**src/rtl/fre_gate_ctrl.sv**
```systemverilog
// ---------------------------------------------------------------------------
// fre_gate_ctrl
// Measurement sequencer for the frequency-counter datapath. It opens a
// counting gate of a precise length (selected by the current range), waits for
// the counter's input synchroniser to drain, latches the count and reports the
// range and overflow status that belong to the latched result.
//
// Build option:
//   FRE_AUTORANGE_EN  defined   -> range steps automatically after each result
//                                  (down on overflow, up on an empty top digit)
//                     undefined -> range comes from range_sel (3 acts as 2),
//                                  sampled at the start of every measurement
//
// Ports:
//   clk100        in   system clock
//   rst           in   asynchronous active-high reset
//   en            in   continuous mode, re-arm after the hold period
//   start         in   single-cycle request to measure once from idle
//   range_sel     in   manual range 0..2 (3 behaves as 2)
//   cnt_ovf       in   counter overflow flag
//   cnt_top_zero  in   counter's most significant digit is zero
//   cnt_clr       out  one-cycle counter clear
//   cnt_en        out  counting gate
//   cnt_latch     out  one-cycle copy of the count to the display registers
//   range_o       out  range the displayed result was gated with
//   ovf_o         out  displayed result overflowed
//   meas_valid    out  one-cycle pulse after a new result was latched
//   busy          out  high whenever a measurement sequence is in progress
// ---------------------------------------------------------------------------
module fre_gate_ctrl #(
    parameter int GATE_BASE  = 1_000_000,
    parameter int SETTLE_CYC = 4,
    parameter int HOLD_CYC   = 1_000_000
) (
    input  logic       clk100,
    input  logic       rst,
    input  logic       en,
    input  logic       start,
    input  logic [1:0] range_sel,
    input  logic       cnt_ovf,
    input  logic       cnt_top_zero,
    output logic       cnt_clr,
    output logic       cnt_en,
    output logic       cnt_latch,
    output logic [1:0] range_o,
    output logic       ovf_o,
    output logic       meas_valid,
    output logic       busy
);

    localparam int GATE_W  = $clog2(GATE_BASE * 100);
    localparam int AUX_MAX = (SETTLE_CYC > HOLD_CYC) ? SETTLE_CYC : HOLD_CYC;
    localparam int AUX_W   = (AUX_MAX > 1) ? $clog2(AUX_MAX) : 1;

    localparam logic [GATE_W-1:0] GATE_LAST0  = GATE_W'(GATE_BASE - 1);
    localparam logic [GATE_W-1:0] GATE_LAST1  = GATE_W'(GATE_BASE * 10 - 1);
    localparam logic [GATE_W-1:0] GATE_LAST2  = GATE_W'(GATE_BASE * 100 - 1);
    localparam logic [AUX_W-1:0]  SETTLE_LAST = AUX_W'(SETTLE_CYC - 1);
    localparam logic [AUX_W-1:0]  HOLD_LAST   = AUX_W'(HOLD_CYC - 1);

    typedef enum logic [2:0] {
        IDLE,
        CLEAR,
        GATE,
        SETTLE,
        LATCH,
        EVAL,
        HOLD
    } state_t;

    state_t            state;
    logic [1:0]        cur_rng;
    logic [GATE_W-1:0] gate_cnt;
    logic [AUX_W-1:0]  aux_cnt;
    logic [GATE_W-1:0] gate_last;

`ifdef FRE_AUTORANGE_EN
    logic unused_range_sel;
    assign unused_range_sel = ^range_sel;
`else
    logic unused_top_zero;
    assign unused_top_zero = cnt_top_zero;
`endif

    // The gate counter runs from zero up to the last cycle of the gate, so
    // the terminal value is one less than the gate length for the range.
    always_comb begin
        gate_last = GATE_LAST2;
        case (cur_rng)
            2'd0:    gate_last = GATE_LAST0;
            2'd1:    gate_last = GATE_LAST1;
            default: gate_last = GATE_LAST2;
        endcase
    end

    // Sequencer. All outputs are registered: each output is set on the edge
    // that enters the state it belongs to, so the strobes are glitch-free and
    // line up exactly with the state. The one-cycle strobes default low every
    // cycle and are raised only on the entering transition. aux_cnt is shared
    // between the settle and hold waits since they never overlap.
    always_ff @(posedge clk100 or posedge rst) begin
        if (rst) begin
            state      <= IDLE;
            cur_rng    <= 2'd0;
            gate_cnt   <= '0;
            aux_cnt    <= '0;
            cnt_clr    <= 1'b0;
            cnt_en     <= 1'b0;
            cnt_latch  <= 1'b0;
            range_o    <= 2'd0;
            ovf_o      <= 1'b0;
            meas_valid <= 1'b0;
            busy       <= 1'b0;
        end else begin
            cnt_clr    <= 1'b0;
            cnt_latch  <= 1'b0;
            meas_valid <= 1'b0;
            case (state)
                IDLE: begin
                    if (start || en) begin
                        state   <= CLEAR;
                        cnt_clr <= 1'b1;
                        busy    <= 1'b1;
                    end
                end
                CLEAR: begin
`ifndef FRE_AUTORANGE_EN
                    cur_rng  <= (range_sel == 2'd3) ? 2'd2 : range_sel;
`endif
                    state    <= GATE;
                    cnt_en   <= 1'b1;
                    gate_cnt <= '0;
                end
                GATE: begin
                    if (gate_cnt == gate_last) begin
                        state   <= SETTLE;
                        cnt_en  <= 1'b0;
                        aux_cnt <= '0;
                    end else begin
                        gate_cnt <= gate_cnt + 1'b1;
                    end
                end
                SETTLE: begin
                    if (aux_cnt == SETTLE_LAST) begin
                        state     <= LATCH;
                        cnt_latch <= 1'b1;
                        range_o   <= cur_rng;
                        ovf_o     <= cnt_ovf;
                    end else begin
                        aux_cnt <= aux_cnt + 1'b1;
                    end
                end
                LATCH: begin
                    state      <= EVAL;
                    meas_valid <= 1'b1;
                end
                EVAL: begin
`ifdef FRE_AUTORANGE_EN
                    if (cnt_ovf && (cur_rng != 2'd0)) begin
                        cur_rng <= cur_rng - 2'd1;
                    end else if (cnt_top_zero && (cur_rng < 2'd2)) begin
                        cur_rng <= cur_rng + 2'd1;
                    end
`endif
                    state   <= HOLD;
                    aux_cnt <= '0;
                end
                HOLD: begin
                    if (aux_cnt == HOLD_LAST) begin
                        if (en) begin
                            state   <= CLEAR;
                            cnt_clr <= 1'b1;
                        end else begin
                            state <= IDLE;
                            busy  <= 1'b0;
                        end
                    end else begin
                        aux_cnt <= aux_cnt + 1'b1;
                    end
                end
                default: begin
                    state  <= IDLE;
                    cnt_en <= 1'b0;
                    busy   <= 1'b0;
                end
            endcase
        end
    end

endmodule

```
**config.mk**
```make
export PLATFORM = sky130hd
export DESIGN_NAME = fre_gate_ctrl
export DESIGN_NICKNAME = d
export VERILOG_FILES = /design/src/rtl/fre_gate_ctrl.sv
export SDC_FILE = /design/constraint.sdc
export NUM_CORES = 1
export LEC_CHECK = 0
export ABC_CLOCK_PERIOD_IN_PS = 3200
export CAP_MARGIN = 40
export CORE_ASPECT_RATIO = 0.8
export CORE_MARGIN = 4
export CORE_UTILIZATION = 50
export CTS_CLUSTER_DIAMETER = 80
export DETAILED_ROUTE_END_ITERATION = 6
export GPL_ROUTABILITY_DRIVEN = 0
export PLACE_DENSITY_LB_ADDON = 0.2
export SYNTH_ARGS = -nofsm -noshare
export SYNTH_HDL_FRONTEND = slang
export SYNTH_SLANG_ARGS = --single-unit
```
**constraint.sdc**
```tcl
create_clock -name clk100 -period 3.2 [get_ports clk100]
set_input_delay 0.48 -clock clk100 [delete_from_list [all_inputs] [get_ports clk100]]
set_output_delay 0.48 -clock clk100 [all_outputs]
set_load 0.01 [all_outputs]
```
==> flow_results.org <==
** Outcome
- The run finished with clean final reports.

** Place
- Half-perimeter wire length of the detailed placement result :: 4848 um
- During placement, the flow inserted port buffers numbering 14.

** Synth
- The synthesized netlist contains 49 unique library cells.
- In this run the cell area of the synthesized design comes to 3324 um2.
- Flip-flop and latch count after synthesis :: 60
- Asr flop ratio synth :: between 90% and 100%
- Top area cells in the synthesized netlist :: sky130_fd_sc_hd__dfrtp_1 45%, sky130_fd_sc_hd__nand2_1 6.9%, sky130_fd_sc_hd__o31ai_1 5.0%
- For this run, the number of Yosys warnings is 0.
- Synthesized area per cell :: 9.009 um2
- Sequential area share after synthesis :: 45.16%
- In the synthesized netlist, the number of instances is between 300 and 400.
- Number of synthesized flops with an enable pin :: 0
- Net count of the mapped netlist :: about 380
- Area leader, netlist :: sky130_fd_sc_hd__dfrtp_1
- Share of the synthesized area in the top cell type :: 45.16%
- The most used flip-flop cell after synthesis is sky130_fd_sc_hd__dfrtp_1.

** Global route
- Global-route wire length before repair :: 12700 um
- Summed over all layers, the global routing overflow is 0.
- In the global route stage, overall resource usage came out at 19.94%.
- Number of global-route vias before repair :: ~2600
- Entering global routing, the biggest net connects 33 pins.
- The initial antenna violation count was 0.

** Clocking
- The later pin in the worst-skew pair is clocked with a latency of 0.34 ns.
- Reg clk slew, reported paths :: 0.07 ns
- TritonCTS clock tree :: yes
- After clock tree synthesis, the repair step resized 0 gates.
- The longest clock path from root to sink contains 2 buffers.
- Max H-tree Level :: 3
- Buffers added to address setup during post-CTS repair amount to 0.
- CTS saw 60 sinks.
- CTS root buffer :: sky130_fd_sc_hd__clkbuf_8
- After clock tree synthesis, the flow added hold-fix buffers numbering 0.
- In this run, CTS created clock tree buffers numbering 9.

** Detailed routing
- Remaining design rule violation count :: 0
- Final wirelength :: 7355 um
- Drt pass-1 iters :: 4
- The final route contains about 2900 vias.
- In this run, the number of DRC markers left after iteration 0 of detailed routing was around 260.
- The detail route stage leaves a number of antenna-violating nets equal to 0.
- Via density per instance :: 6.113
- In the final routed layout, each cell accounts on average for 15.72 um.

** STA
- Setup repair after global routing left no endpoint under its margin.
- Final hold viol count :: 0
- Slew at the pin closest to its max-slew limit :: 0.8006 ns
- The clock arrives with about 0.010 ns of skew.
- Relative slew slack :: 46.13%
- Dividing the final minimum period by the clock period gives 81.82%.
- Setup violations remaining at the end of the flow were counted as 0.
- Sum Neg Setup Slack :: 0 ns
- Max Slew Vio Count :: 0
- Counting I/O delays and the setup requirement, the final critical path takes 2.618 ns.
- Fmax :: 0.3819 GHz

** Power
- Pint :: approximately 0.0011 W
- Sw Ratio :: 23.44%
- Power share of the combinational group :: 2.2%
- Total power draw :: 0.001395 W
- The analysis attributes to cell leakage a power of approximately 1.6 nW.
- Summed over all nets, the switching power comes to 0.0003269 W.
- For this design the ratio of total power to cell area is 376.8 nW/um2.
- Per report_power, the clock group accounts for 43.1% of the total.
- Sequential share of power :: 54.7%
- Worst ir drop on vdd :: 0.0002253 V

** Die
- Placeable core region :: 6409 um2
- The floorplan step set the die height to 80.93 um.
- The die covers about 8000 um2.
- In this run the horizontal extent of the chip is around 100 um.
- The initial utilization of the core area, before any placement, comes to 51.87%.
- Total number of placement rows :: 26
- Pin placement for this block handled 16 I/O pins.

** Layout
- After filler insertion, the fill cell instance count of the layout stands at 556.
- Ratio of cells with drive above 1 in the final layout :: between 9 and 10%
- The area growth from synthesis to layout is 11.33%.
- Antenna fix cells :: 0
- In the final design database the tool counted 389 nets.

** Worst setup path
- The critical path is of the register to register type.
- Critical Path Source Type :: register
- Arrival time of the worst setup path :: 2.86 ns
- Of all nets on the critical path, the largest fanout is 20.
- Critical Path End Type :: register
- Data on the critical path is required at its endpoint by 3.44 ns.

** Job
- Maximum capacitance violations :: 0

** Worst hold path
- Type of the most critical hold path :: register to register
state kept, by name, summed over array words and instances, names as in the netlist, 2 cells and up:
signal and cells:
range_o 2, cur_rng 2, aux_cnt 20, state 3, gate_cnt 27
placed cells by master, fill, tap and decap left out, types with 4 or more instances in the layout:
cell / count
sky130_fd_sc_hd__nand2_1: 61
sky130_fd_sc_hd__dfrtp_1: 60
sky130_fd_sc_hd__o21ai_0: 28
sky130_fd_sc_hd__nand3_1: 26
sky130_fd_sc_hd__o31ai_1: 22
sky130_fd_sc_hd__nor2_1: 19
sky130_fd_sc_hd__nand4_1: 16
sky130_fd_sc_hd__mux2i_1: 15
sky130_fd_sc_hd__clkdlybuf4s50_1: 14
sky130_fd_sc_hd__nor3_1: 11
sky130_fd_sc_hd__clkbuf_8: 10
sky130_fd_sc_hd__nand2b_1: 8
sky130_fd_sc_hd__a31oi_1: 8
sky130_fd_sc_hd__and3_1: 7
sky130_fd_sc_hd__nor4_1: 7
sky130_fd_sc_hd__and4_1: 5
sky130_fd_sc_hd__a21oi_1: 5
sky130_fd_sc_hd__buf_4: 5
sky130_fd_sc_hd__nor2b_1: 4
sky130_fd_sc_hd__o32a_2: 4
sky130_fd_sc_hd__clkinv_2: 4
power groups by stage:
stage                     Combinational, W  Sequential (W)  Clock (W)
final                            0.0000309        0.000763   0.000601
after detailed placement         0.0000322        0.000777          0
after floorplan                  0.0000167        0.000775          0
after CTS                        0.0000323        0.000763   0.000623
after global placement           0.0000319        0.000777          0
after global routing             0.0000359        0.000763   0.000655
cell usage after synthesis, types with 4 or more instances:
cell type and number:
sky130_fd_sc_hd__a21oi_1 5, sky130_fd_sc_hd__a31oi_1 9, sky130_fd_sc_hd__and3_1 7, sky130_fd_sc_hd__and4_1 5, sky130_fd_sc_hd__clkbuf_1 14, sky130_fd_sc_hd__dfrtp_1 60
sky130_fd_sc_hd__mux2i_1 15, sky130_fd_sc_hd__nand2_1 61, sky130_fd_sc_hd__nand2b_1 8, sky130_fd_sc_hd__nand3_1 26, sky130_fd_sc_hd__nand4_1 16, sky130_fd_sc_hd__nor2_1 19
sky130_fd_sc_hd__nor2b_1 4, sky130_fd_sc_hd__nor3_1 11, sky130_fd_sc_hd__nor4_1 7, sky130_fd_sc_hd__o21ai_0 28, sky130_fd_sc_hd__o31ai_1 22, sky130_fd_sc_hd__o32a_2 4
cell families (layout without fill, tap and decap cells):
group / after synthesis / in the layout / share of synthesized area [%]
xor+xnor: 1 / 1 / 0.2635
mux: 16 / 16 / 4.855
flops: 60 / 60 / 45.16
buf+inv: 24 / 39 / 3.387
simple gates: 184 / 184 / 29.32
fa+ha+maj: 2 / 2 / 0.7526
compound gates: 82 / 82 / 16.26
per-layer routing:
metal  global-route usage (%)  up-vias  wire length (um)
met3                    6.352       10               440
li1                         -     1397                 -
met1                    28.57     1377              3662
met4                    7.231        0                91
met2                    28.22       77              3161
met5                        0        -                 0
area by class of cell:
cell class	count	area (um2)	share of cell area [%]
repair buffers	20	197.7	5.341
flip-flops and latches	60	1501	40.57
inverters	3	11.26	0.3043
well taps	84	105.1	2.840
clock inverters	5	27.53	0.7437
clock buffers	11	141.4	3.820
multi-input cells	285	1717	46.38
worst paths after layout:
kind | cells after the start | end | slack (ns) | start
max | 6 | aux_cnt[6] | 0.58 | aux_cnt[3]
min | 2 | ovf_o | 0.48 | ovf_o
max reg2reg | 6 | aux_cnt[6] | 0.58 | aux_cnt[3]
min reg2reg | 2 | ovf_o | 0.48 | ovf_o
max in group asynchronous | 3 | aux_cnt[6] | 2.03 | rst
min in group asynchronous | 2 | cur_rng[1] | 0.56 | rst
critical path, stage by stage (launching register included):
cell	delay, ns
sky130_fd_sc_hd__dfrtp_1	0.45
sky130_fd_sc_hd__or4_1	0.52
sky130_fd_sc_hd__or4_4	0.46
sky130_fd_sc_hd__or4_4	0.48
sky130_fd_sc_hd__nand2b_2	0.35
sky130_fd_sc_hd__o31ai_1	0.15
sky130_fd_sc_hd__o31ai_1	0.09
per-stage QoR:
stage                     area [um2]  hold slack (ns)  worst slack, ns  utilization (%)  cells
final                           3701           0.4779           0.5817            57.75    468
after global routing            3701           0.5130           0.4382            57.75    468
after CTS                       3701           0.4843           0.5905            57.75    468
after detailed placement        3532           0.4689           0.5951            55.12    452
after global placement          3532           0.4536           0.6543            55.12    452
after floorplan                 3324           0.4575           0.9403                -    369
No activity file was read; power rests on OpenSTA's default activity.
